**src/rtl/uart_pkg.sv**
```systemverilog
// Shared types and constants for the UART transmit path.
package uart_pkg;

    typedef enum logic [2:0] {
        ST_IDLE,
        ST_START,
        ST_DATA,
        ST_PARITY,
        ST_STOP
    } uart_state_t;

    localparam int PARITY_NONE = 0;
    localparam int PARITY_EVEN = 1;
    localparam int PARITY_ODD  = 2;

    localparam int DEFAULT_CLKS_PER_BIT = 5208;

    // Even parity makes the total count of ones even; odd parity is its inverse.
    function automatic logic parity_bit(input logic [7:0] data, input int mode);
        return (mode == PARITY_ODD) ? ~(^data) : (^data);
    endfunction

endpackage

```
**src/rtl/uart_baud_tick.sv**
```systemverilog
// Bit-period timer: counts 0..CLKS_PER_BIT-1 while enabled, ticks on the last count.
module uart_baud_tick
    import uart_pkg::*;
#(
    parameter int CLKS_PER_BIT = DEFAULT_CLKS_PER_BIT
) (
    input  logic clk,
    input  logic reset,
    input  logic clear,
    input  logic enable,
    output logic tick
);

    localparam int CW = (CLKS_PER_BIT > 1) ? $clog2(CLKS_PER_BIT) : 1;
    localparam logic [CW-1:0] TERMINAL = CW'(CLKS_PER_BIT - 1);

    logic [CW-1:0] count;

    always_ff @(posedge clk) begin
        if (reset || clear) begin
            count <= '0;
        end else if (enable) begin
            if (count == TERMINAL) begin
                count <= '0;
            end else begin
                count <= count + CW'(1);
            end
        end
    end

    assign tick = enable && (count == TERMINAL);

endmodule

```
**src/rtl/uart_tx_out.sv**
```systemverilog
// UART frame transmitter: one byte per rising edge of in_start, LSB first on tx.
//
// state     | meaning
// ST_IDLE   | line high, out_finish=1, waiting for a fresh in_start edge
// ST_START  | start bit (0) for one bit period
// ST_DATA   | eight data bits, shift[0] on the line, LSB first
// ST_PARITY | optional parity bit
// ST_STOP   | STOP_BITS periods of 1, then back to idle
module uart_tx_out
    import uart_pkg::*;
#(
    parameter int CLKS_PER_BIT = DEFAULT_CLKS_PER_BIT,
    parameter int PARITY       = PARITY_NONE,
    parameter int STOP_BITS    = 1
) (
    input  logic       clk,
    input  logic       reset,
    input  logic [7:0] in_data,
    input  logic       in_start,
    output logic       out_finish,
    output logic       tx,
    output logic [2:0] bit_index
);

    if (CLKS_PER_BIT < 2 || CLKS_PER_BIT > 65535) begin : g_bad_clks_per_bit
        $error("uart_tx_out: CLKS_PER_BIT must be in 2..65535");
    end
    if (PARITY != PARITY_NONE && PARITY != PARITY_EVEN && PARITY != PARITY_ODD) begin : g_bad_parity
        $error("uart_tx_out: PARITY must be 0, 1 or 2");
    end
    if (STOP_BITS != 1 && STOP_BITS != 2) begin : g_bad_stop_bits
        $error("uart_tx_out: STOP_BITS must be 1 or 2");
    end

    localparam logic LAST_STOP = (STOP_BITS == 2);

    uart_state_t state;
    logic [7:0]  shift;
    logic        parity_reg;
    logic        stop_cnt;
    logic        start_d;
    logic        accept;
    logic        tick;

    assign accept = in_start && !start_d && (state == ST_IDLE);

    uart_baud_tick #(
        .CLKS_PER_BIT(CLKS_PER_BIT)
    ) u_baud_tick (
        .clk   (clk),
        .reset (reset),
        .clear (accept),
        .enable(state != ST_IDLE),
        .tick  (tick)
    );

    always_ff @(posedge clk) begin
        if (reset) begin
            state      <= ST_IDLE;
            shift      <= 8'h00;
            parity_reg <= 1'b0;
            stop_cnt   <= 1'b0;
            start_d    <= 1'b0;
            bit_index  <= 3'd0;
            out_finish <= 1'b1;
            tx         <= 1'b1;
        end else begin
            start_d <= in_start;

            // The line lags the state by one clock so every bit keeps a full period.
            case (state)
                ST_START:  tx <= 1'b0;
                ST_DATA:   tx <= shift[0];
                ST_PARITY: tx <= parity_reg;
                default:   tx <= 1'b1;
            endcase

            case (state)
                ST_IDLE: begin
                    if (accept) begin
                        shift      <= in_data;
                        parity_reg <= parity_bit(in_data, PARITY);
                        stop_cnt   <= 1'b0;
                        bit_index  <= 3'd0;
                        out_finish <= 1'b0;
                        state      <= ST_START;
                    end
                end
                ST_START: begin
                    if (tick) begin
                        state <= ST_DATA;
                    end
                end
                ST_DATA: begin
                    if (tick) begin
                        shift     <= {1'b0, shift[7:1]};
                        bit_index <= bit_index + 3'd1;
                        if (bit_index == 3'd7) begin
                            state <= (PARITY != PARITY_NONE) ? ST_PARITY : ST_STOP;
                        end
                    end
                end
                ST_PARITY: begin
                    if (tick) begin
                        state <= ST_STOP;
                    end
                end
                ST_STOP: begin
                    if (tick) begin
                        if (stop_cnt == LAST_STOP) begin
                            state      <= ST_IDLE;
                            out_finish <= 1'b1;
                        end else begin
                            stop_cnt <= 1'b1;
                        end
                    end
                end
                default: begin
                    state <= ST_IDLE;
                end
            endcase
        end
    end

endmodule

```
**config.mk**
```make
export PLATFORM = sky130hd
export DESIGN_NAME = uart_tx_out
export DESIGN_NICKNAME = d
export VERILOG_FILES = /design/src/rtl/uart_pkg.sv /design/src/rtl/uart_baud_tick.sv /design/src/rtl/uart_tx_out.sv
export SDC_FILE = /design/constraint.sdc
export NUM_CORES = 1
export LEC_CHECK = 0
export ABC_AREA = 1
export CAP_MARGIN = 5
export CORE_ASPECT_RATIO = 1.4
export CORE_MARGIN = 4
export CORE_UTILIZATION = 40
export CTS_BUF_LIST = sky130_fd_sc_hd__clkbuf_4 sky130_fd_sc_hd__clkbuf_8
export CTS_CLUSTER_SIZE = 10
export DETAILED_ROUTE_END_ITERATION = 6
export SETUP_SLACK_MARGIN = 0.1
export SLEW_MARGIN = 25
export SYNTH_ARGS = -nofsm -noshare
export SYNTH_HDL_FRONTEND = slang
export SYNTH_SLANG_ARGS = --single-unit
```
**constraint.sdc**
```tcl
create_clock -name clk -period 1.5 [get_ports clk]
set_input_delay 0.3 -clock clk [delete_from_list [all_inputs] [get_ports clk]]
set_output_delay 0.3 -clock clk [all_outputs]
set_load 0.005 [all_outputs]
```
==> flow_summary_export.csv, run 1 <==
group,metric,value,unit
global_routing,grt_use_total,15.8,%
critical_path,arrival,1.60,ns
drt,wl_met2,1910,um
global_routing,grt_max_degree,18,
cells_and_area,largest_reg_flops,13,
timing,drv_slew,0,
floorplan,die_y,83.2,um
clocking,htree_levels,2,
cells_and_area,final_nets,292,
timing,fmax,715,MHz
cells_and_area,fillCellCount,364,
timing,hold_violations,0,
clocking,cts_buffers,5,
critical_path,critPathMaxStageDelay,0.35,ns
floorplan,initial_core_util,41.3,%
timing,worstMarginPinSlew,0.234,ns
critical_path,end_kind,"flop",
synth,ys_seq_area_share,38.4,%
drt,drt_iter0_drc,85,
timing,skew,0.00873,ns
global_routing,grt_pass1_vias,1522,
critical_path,cp_max_fo,8,
critical_path,worstPathCellList,"ha_4 -> nand2_2 -> inv_2 -> nand2_2 -> nor2_4 -> nand3_4 -> nand2_4 -> nand2_1 -> a21oi_1",
placement,post-place-ws,-0.0802,ns
global_routing,overflow,0,
floorplan,core,0.00392,mm2
clocking,clkSinkCount,31,
clocking,cts.clk_slew.worst_paths,0.06,ns
synth,synth_cells,236,
timing,finalSetupTns,0,ns
critical_path,cpMostUsedCell,"nand2_2",
timing,rsz0062_at_grt,"true",
timing,finalSetupViolCount,0,
cells_and_area,syn_to_final_growth,36.7,%
drt,wire_per_inst,11.4,um
placement,dpl.hpwl,2690,um
drt,wl,3680,um
clocking,insertion_delay,0.28,ns
synth,syn-num-nets,250,
clocking,tritoncts,"done",
critical_path,cp_slowest_cell,"dfxtp_2",
synth,synthesis.area,0.00162,mm2
drt,m1WireLength,1530,um
timing,period_minus_slack,1.40,ns
drt,ant_nets,0,
timing,layout_setup_ws,0.102,ns
timing,slew_headroom,84.4,%
power,irDropWorstVdd,0.000560,V
synth,ys_types,29,
floorplan,die_area,0.00514,mm2
timing,final.period_utilization,93.2,%
clocking,clockRootBuffer,"clkbuf_8",
drt,met3WireLength,126,um
power,power_density,966,mW/mm2
power,p_leak,0.940,nW
synth,synth_area_per_cell,6.86,um2
drt,vias,1566,
cells_and_area,reg_top3,"u_baud_tick.count x13, shift x8",
global_routing,grt_pass1_wl,6270,um
global_routing,antenna_found_initial,0,
critical_path,startpoint_type,"flop",
clocking,clockBufferDepth,2,
placement,port_buffers,15,
placement,routabilityCongestion,0.837,
floorplan,die_x,61.8,um
synth,ys_ff_latch,31,
drt,routed.top_layer,"met4",
clocking,cts_hold_buffers,0,
cells_and_area,top_register,"u_baud_tick.count",
drt,viasPerCell,4.88,
floorplan,fp-row-count,27,
critical_path,cp.required,1.70,ns
flow_run,drv_cap,0,
critical_path,path_class,"flop to flop",
cells_and_area,diodes,0,
floorplan,io_pins,16,
drt,drc_errors,0,
status,status,"complete, no violations",
synth,yosysWarnings,0,
worst_hold_path,hold_path_class,"flop to flop",
cells_and_area,final_layout_size_suffix_gt1_share,26.6,%
drt,firstDrtPassIters,4,
[cell type report]
class / instances / area [um2] / area share [%]
Multi-Input combinational cell: 178 / 1020 / 46.2
Clock inverter: 1 / 5.00 / 0.226
Clock buffer: 6 / 82.6 / 3.74
Sequential cell: 31 / 634 / 28.7
Timing Repair Buffer: 36 / 309 / 14.0
Tap cell: 43 / 53.8 / 2.43
Inverter: 26 / 105 / 4.75
[timing repair]
item | 4_1_cts | 5_1_grt
setup endpoints to repair | 26 | 28
setup buffers | 1 | 0
hold endpoints to repair | 0 | 0
pin swaps | 1 | 9
resized for setup | 13 | 30
gates cloned | 0 | 2
[final timing paths]
check,slack [ns],to,cells after the start,from
max reg2reg,0.10,bit_index[0],9,u_baud_tick.count[1]
max,0.10,bit_index[0],9,u_baud_tick.count[1]
min reg2reg,0.47,out_finish,2,out_finish
min,0.47,out_finish,2,out_finish
[worst max-delay path, delay by kind of cell, from the launching register on]
kind | cells | cell delay (ns)
AOI/OAI and AO/OA | 1 | 0.12
adders and majority gates | 1 | 0.14
buffers and inverters | 1 | 0.06
DFF | 1 | 0.35
and+or+nand+nor | 6 | 0.64
[where the power goes]
part	internal (W)	switching, W	total [W]	leakage, nW
sequential	0.000891	0.0000453	0.000936	0.257
combinational	0.000237	0.000309	0.000545	0.636
clock	0.000359	0.000295	0.000654	0.0470
[kinds of logic after synthesis]
family,Yosys count,synth area share (%)
and+or+nand+nor,143,40.4
DFF,31,38.4
buffers and inverters,29,7.73
AOI/OAI and AO/OA,22,6.88
xor gates and xnor gates,8,4.33
adders and majority gates,3,2.32
[Yosys cell counts]
library cell | n | area (um2)
nand2_1 | 58 | 218
nor2_1 | 41 | 154
dfxtp_1 | 31 | 621
nand3_1 | 25 | 125
inv_1 | 21 | 78.8
a21oi_1 | 13 | 65.1
o21ai_0 | 7 | 35.0
xnor2_1 | 5 | 43.8
ha_1 | 3 | 37.5
inv_2 | 3 | 11.3
nand2_4 | 3 | 33.8
nor3_1 | 3 | 15.0
xor2_1 | 3 | 26.3
nand4_1 | 2 | 12.5
nor2_2 | 2 | 12.5
nor2_4 | 2 | 22.5
nor3b_1 | 2 | 15.0
a31oi_1 | 1 | 6.26
buf_2 | 1 | 5.00
buf_6 | 1 | 11.3
clkbuf_1 | 1 | 3.75
clkinv_4 | 1 | 8.76
inv_4 | 1 | 6.26
nand2_2 | 1 | 6.26
nand2b_1 | 1 | 6.26
nand3_4 | 1 | 17.5
nor2b_2 | 1 | 8.76
o21ai_1 | 1 | 5.00
or2_2 | 1 | 6.26
[layout by cell type (no fill, tap or decap), drive strengths merged]
cell type      netlist  routed
a21oi               13      13
a31oi                1       1
buf                  2      21
clkbuf               1       6
clkdlybuf4s50        0      10
clkinv               1       2
dfxtp               31      31
dlygate4sd2          0       4
dlymetal6s2s         0       1
ha                   3       3
inv                 25      25
nand2               62      64
nand2b               1       1
nand3               26      26
nand4                2       2
nor2                45      45
nor2b                1       1
nor3                 3       3
nor3b                2       2
o21ai                8       8
or2                  1       1
xnor2                5       5
xor2                 3       3
[metal layers]
layer  GRT usage (%)  up-vias
met5               0        -
met4            8.49        0
met3            4.98       12
met2            25.7       22
met1            17.5      705
li1                -      827
[stage by stage]
step	util [%]	std cells	instance area (um2)	hold slack, ns	power, W
after global placement	49.9	311	1950	0.454	0.00144
final	56.4	321	2210	0.466	0.00214
after floorplan	-	236	1620	0.407	0.00125
after CTS	53.1	319	2080	0.470	0.00211
after detailed placement	49.9	311	1950	0.459	0.00145
after global routing	56.4	321	2210	0.489	0.00226
(Power assumes the default switching activity.)
==> inputs of run 2 (changes only) <==
- CAP_MARGIN: 5 -> not set
- SETUP_SLACK_MARGIN: 0.1 -> not set
- SKIP_LAST_GASP: not set -> 1
==> run 2 against run 1 <==
Fmax decreased by 4.3%. Largest cell class unchanged. Critical endpoint is now bit_index[2]. Highest routed layer unchanged. Register-to-register slack got worse by 0.04 ns. Sequential power about the same. Global-route usage decreased by 0.26 points.
==> flow_summary_export.csv, run 2 (same netlist as run 1, synthesis figures left out) <==
group,metric,value,unit
timing,layout_setup_ws,0.0389,ns
timing,rsz0062_at_grt,"true",
cells_and_area,diodes,0,
drt,ant_nets,0,
cells_and_area,top_register,"u_baud_tick.count",
floorplan,core,0.00392,mm2
clocking,cts.clk_slew.worst_paths,0.06,ns
placement,placed_cell_area,0.00195,mm2
cells_and_area,final_nets,292,
floorplan,die_y,83.2,um
drt,wl,3830,um
clocking,clockBufferDepth,2,
clocking,insertion_delay,0.29,ns
drt,firstDrtPassIters,6,
critical_path,end_kind,"output pin",
power,power_frac_comb,25.0,%
cells_and_area,final_layout_size_suffix_gt1_share,26.9,%
cells_and_area,layout_common_cells,"nand2_1, nor2_1, dfxtp_1, inv_1, buf_4",
power,seq_power_share,41.8,%
cells_and_area,layout_commonest_cell,"nand2_1",
timing,drv_slew,0,
critical_path,path_class,"flop to output pin",
status,status,"complete, no violations",
floorplan,initial_core_util,41.3,%
drt,drc_errors,0,
critical_path,timing.rr.start,"u_baud_tick.count[1]",
critical_path,critPathMaxStageDelay,0.51,ns
timing,hold_ws,0.470,ns
floorplan,die_area,0.00514,mm2
timing,slew_headroom,84.7,%
power,power.internal,0.00157,W
global_routing,grt_pass1_wl,6130,um
floorplan,io_pins,16,
power,clkPwrFrac,33.2,%
placement,dpl.hpwl,2710,um
global_routing,overflow,0,
critical_path,worstPathCellList,"clkdlybuf4s50_1",
cells_and_area,syn_to_final_growth,38.0,%
critical_path,crit_start,"bit_index[2]",
power,p_leak,0.942,nW
clocking,clockRootBuffer,"clkbuf_8",
cells_and_area,largest_reg_flops,13,
cells_and_area,stdcell_count,322,
cells_and_area,reg_top3,"u_baud_tick.count x13, shift x8",
timing,hold_violations,0,
placement,post-place-ws,-0.0774,ns
critical_path,cp.required,1.20,ns
power,swShare,29.7,%
critical_path,arrival,1.16,ns
timing,final.period_utilization,97.4,%
worst_hold_path,hold_path_class,"flop to flop",
critical_path,cp_slowest_cell,"clkdlybuf4s50_1",
critical_path,cp_max_fo,3,
global_routing,grt_use_total,15.6,%
drt,drt_iter0_drc,26,
clocking,cts_hold_buffers,0,
timing,skew,0.00401,ns
cells_and_area,fillCellCount,382,
floorplan,fp-row-count,27,
drt,vias,1590,
placement,port_buffers,15,
power,irDropWorstVdd,0.000749,V
power,power_density,1000,mW/mm2
drt,viasPerCell,4.94,
timing,finalSetupViolCount,0,
worst_hold_path,hold_start,"shift[5]",
clocking,htree_levels,2,
placement,routabilityCongestion,0.811,
cells_and_area,postLayoutCellArea,0.00223,mm2
floorplan,die_x,61.8,um
global_routing,grt_pass1_vias,1483,
critical_path,cp_top_family,"buffers and inverters",
timing,finalSetupTns,0,ns
flow_run,drv_cap,0,
global_routing,grt_max_degree,18,
timing,worstMarginPinSlew,0.228,ns
clocking,clkSinkCount,31,
critical_path,path_buf_inv,1,
clocking,cts_buffers,5,
global_routing,antenna_found_initial,0,
timing,fmax,684,MHz
power,p_switching,0.000664,W
placement,placed_cells,311,
clocking,tritoncts,"done",
drt,wire_per_inst,11.9,um
timing,period_minus_slack,1.46,ns
critical_path,startpoint_type,"flop",
-- run 2: per-layer routing --
layer  up-vias  wire length, um  global-route usage, %
met3         7              135                   4.82
li1        835                -                      -
met4         0               85                   5.98
met5         -                0                      0
met1       722             1490                   16.3
met2        26             2120                   27.5
-- run 2: stage by stage --
step / power (W) / utilization (%)
6_report: 0.00224 / 57.0
5_1_grt: 0.00237 / 57.0
4_1_cts: 0.00218 / 52.5
3_5_place_dp: 0.00144 / 49.8
3_3_place_gp: 0.00144 / 49.8
2_1_floorplan: 0.00125 / -
-- run 2: timing repair --
item	4_1_cts	5_1_grt
buffers inserted	0	1
gates cloned	0	2
gates resized for setup	3	35
pin swaps	0	11
setup endpoints to repair	2	26
-- run 2: worst paths after layout --
path,end,slack [ns],depth (start not counted)
max,bit_index[2],0.04,1
max reg2reg,bit_index[0],0.06,10
min reg2reg,shift[5],0.47,2
min,shift[5],0.47,2
-- run 2: worst reg2reg max path, delay by kind of cell (launching register included) --
kind                       cells  cell delay, ns
buffers and inverters          3            0.36
AOI/OAI and AO/OA              1            0.05
DFF                            1            0.35
and+or+nand+nor                5            0.44
adders and majority gates      1            0.14
-- run 2: final cells by class --
type / instances / area, um2 / area share (%)
multi-input combinational: 178 / 1030 / 46.0
sequential: 31 / 628 / 28.1
timing repair buffer: 36 / 314 / 14.1
inverter: 26 / 105 / 4.71
clock buffer: 8 / 104 / 4.65
tap: 43 / 53.8 / 2.41
-- run 2: power groups by stage --
stage,sequential (W),clock [W],combinational (W)
2_1_floorplan,0.000939,0,0.000310
3_3_place_gp,0.000946,0,0.000496
5_1_grt,0.000941,0.000798,0.000628
3_5_place_dp,0.000945,0,0.000499
4_1_cts,0.000927,0.000758,0.000500
6_report,0.000936,0.000744,0.000559
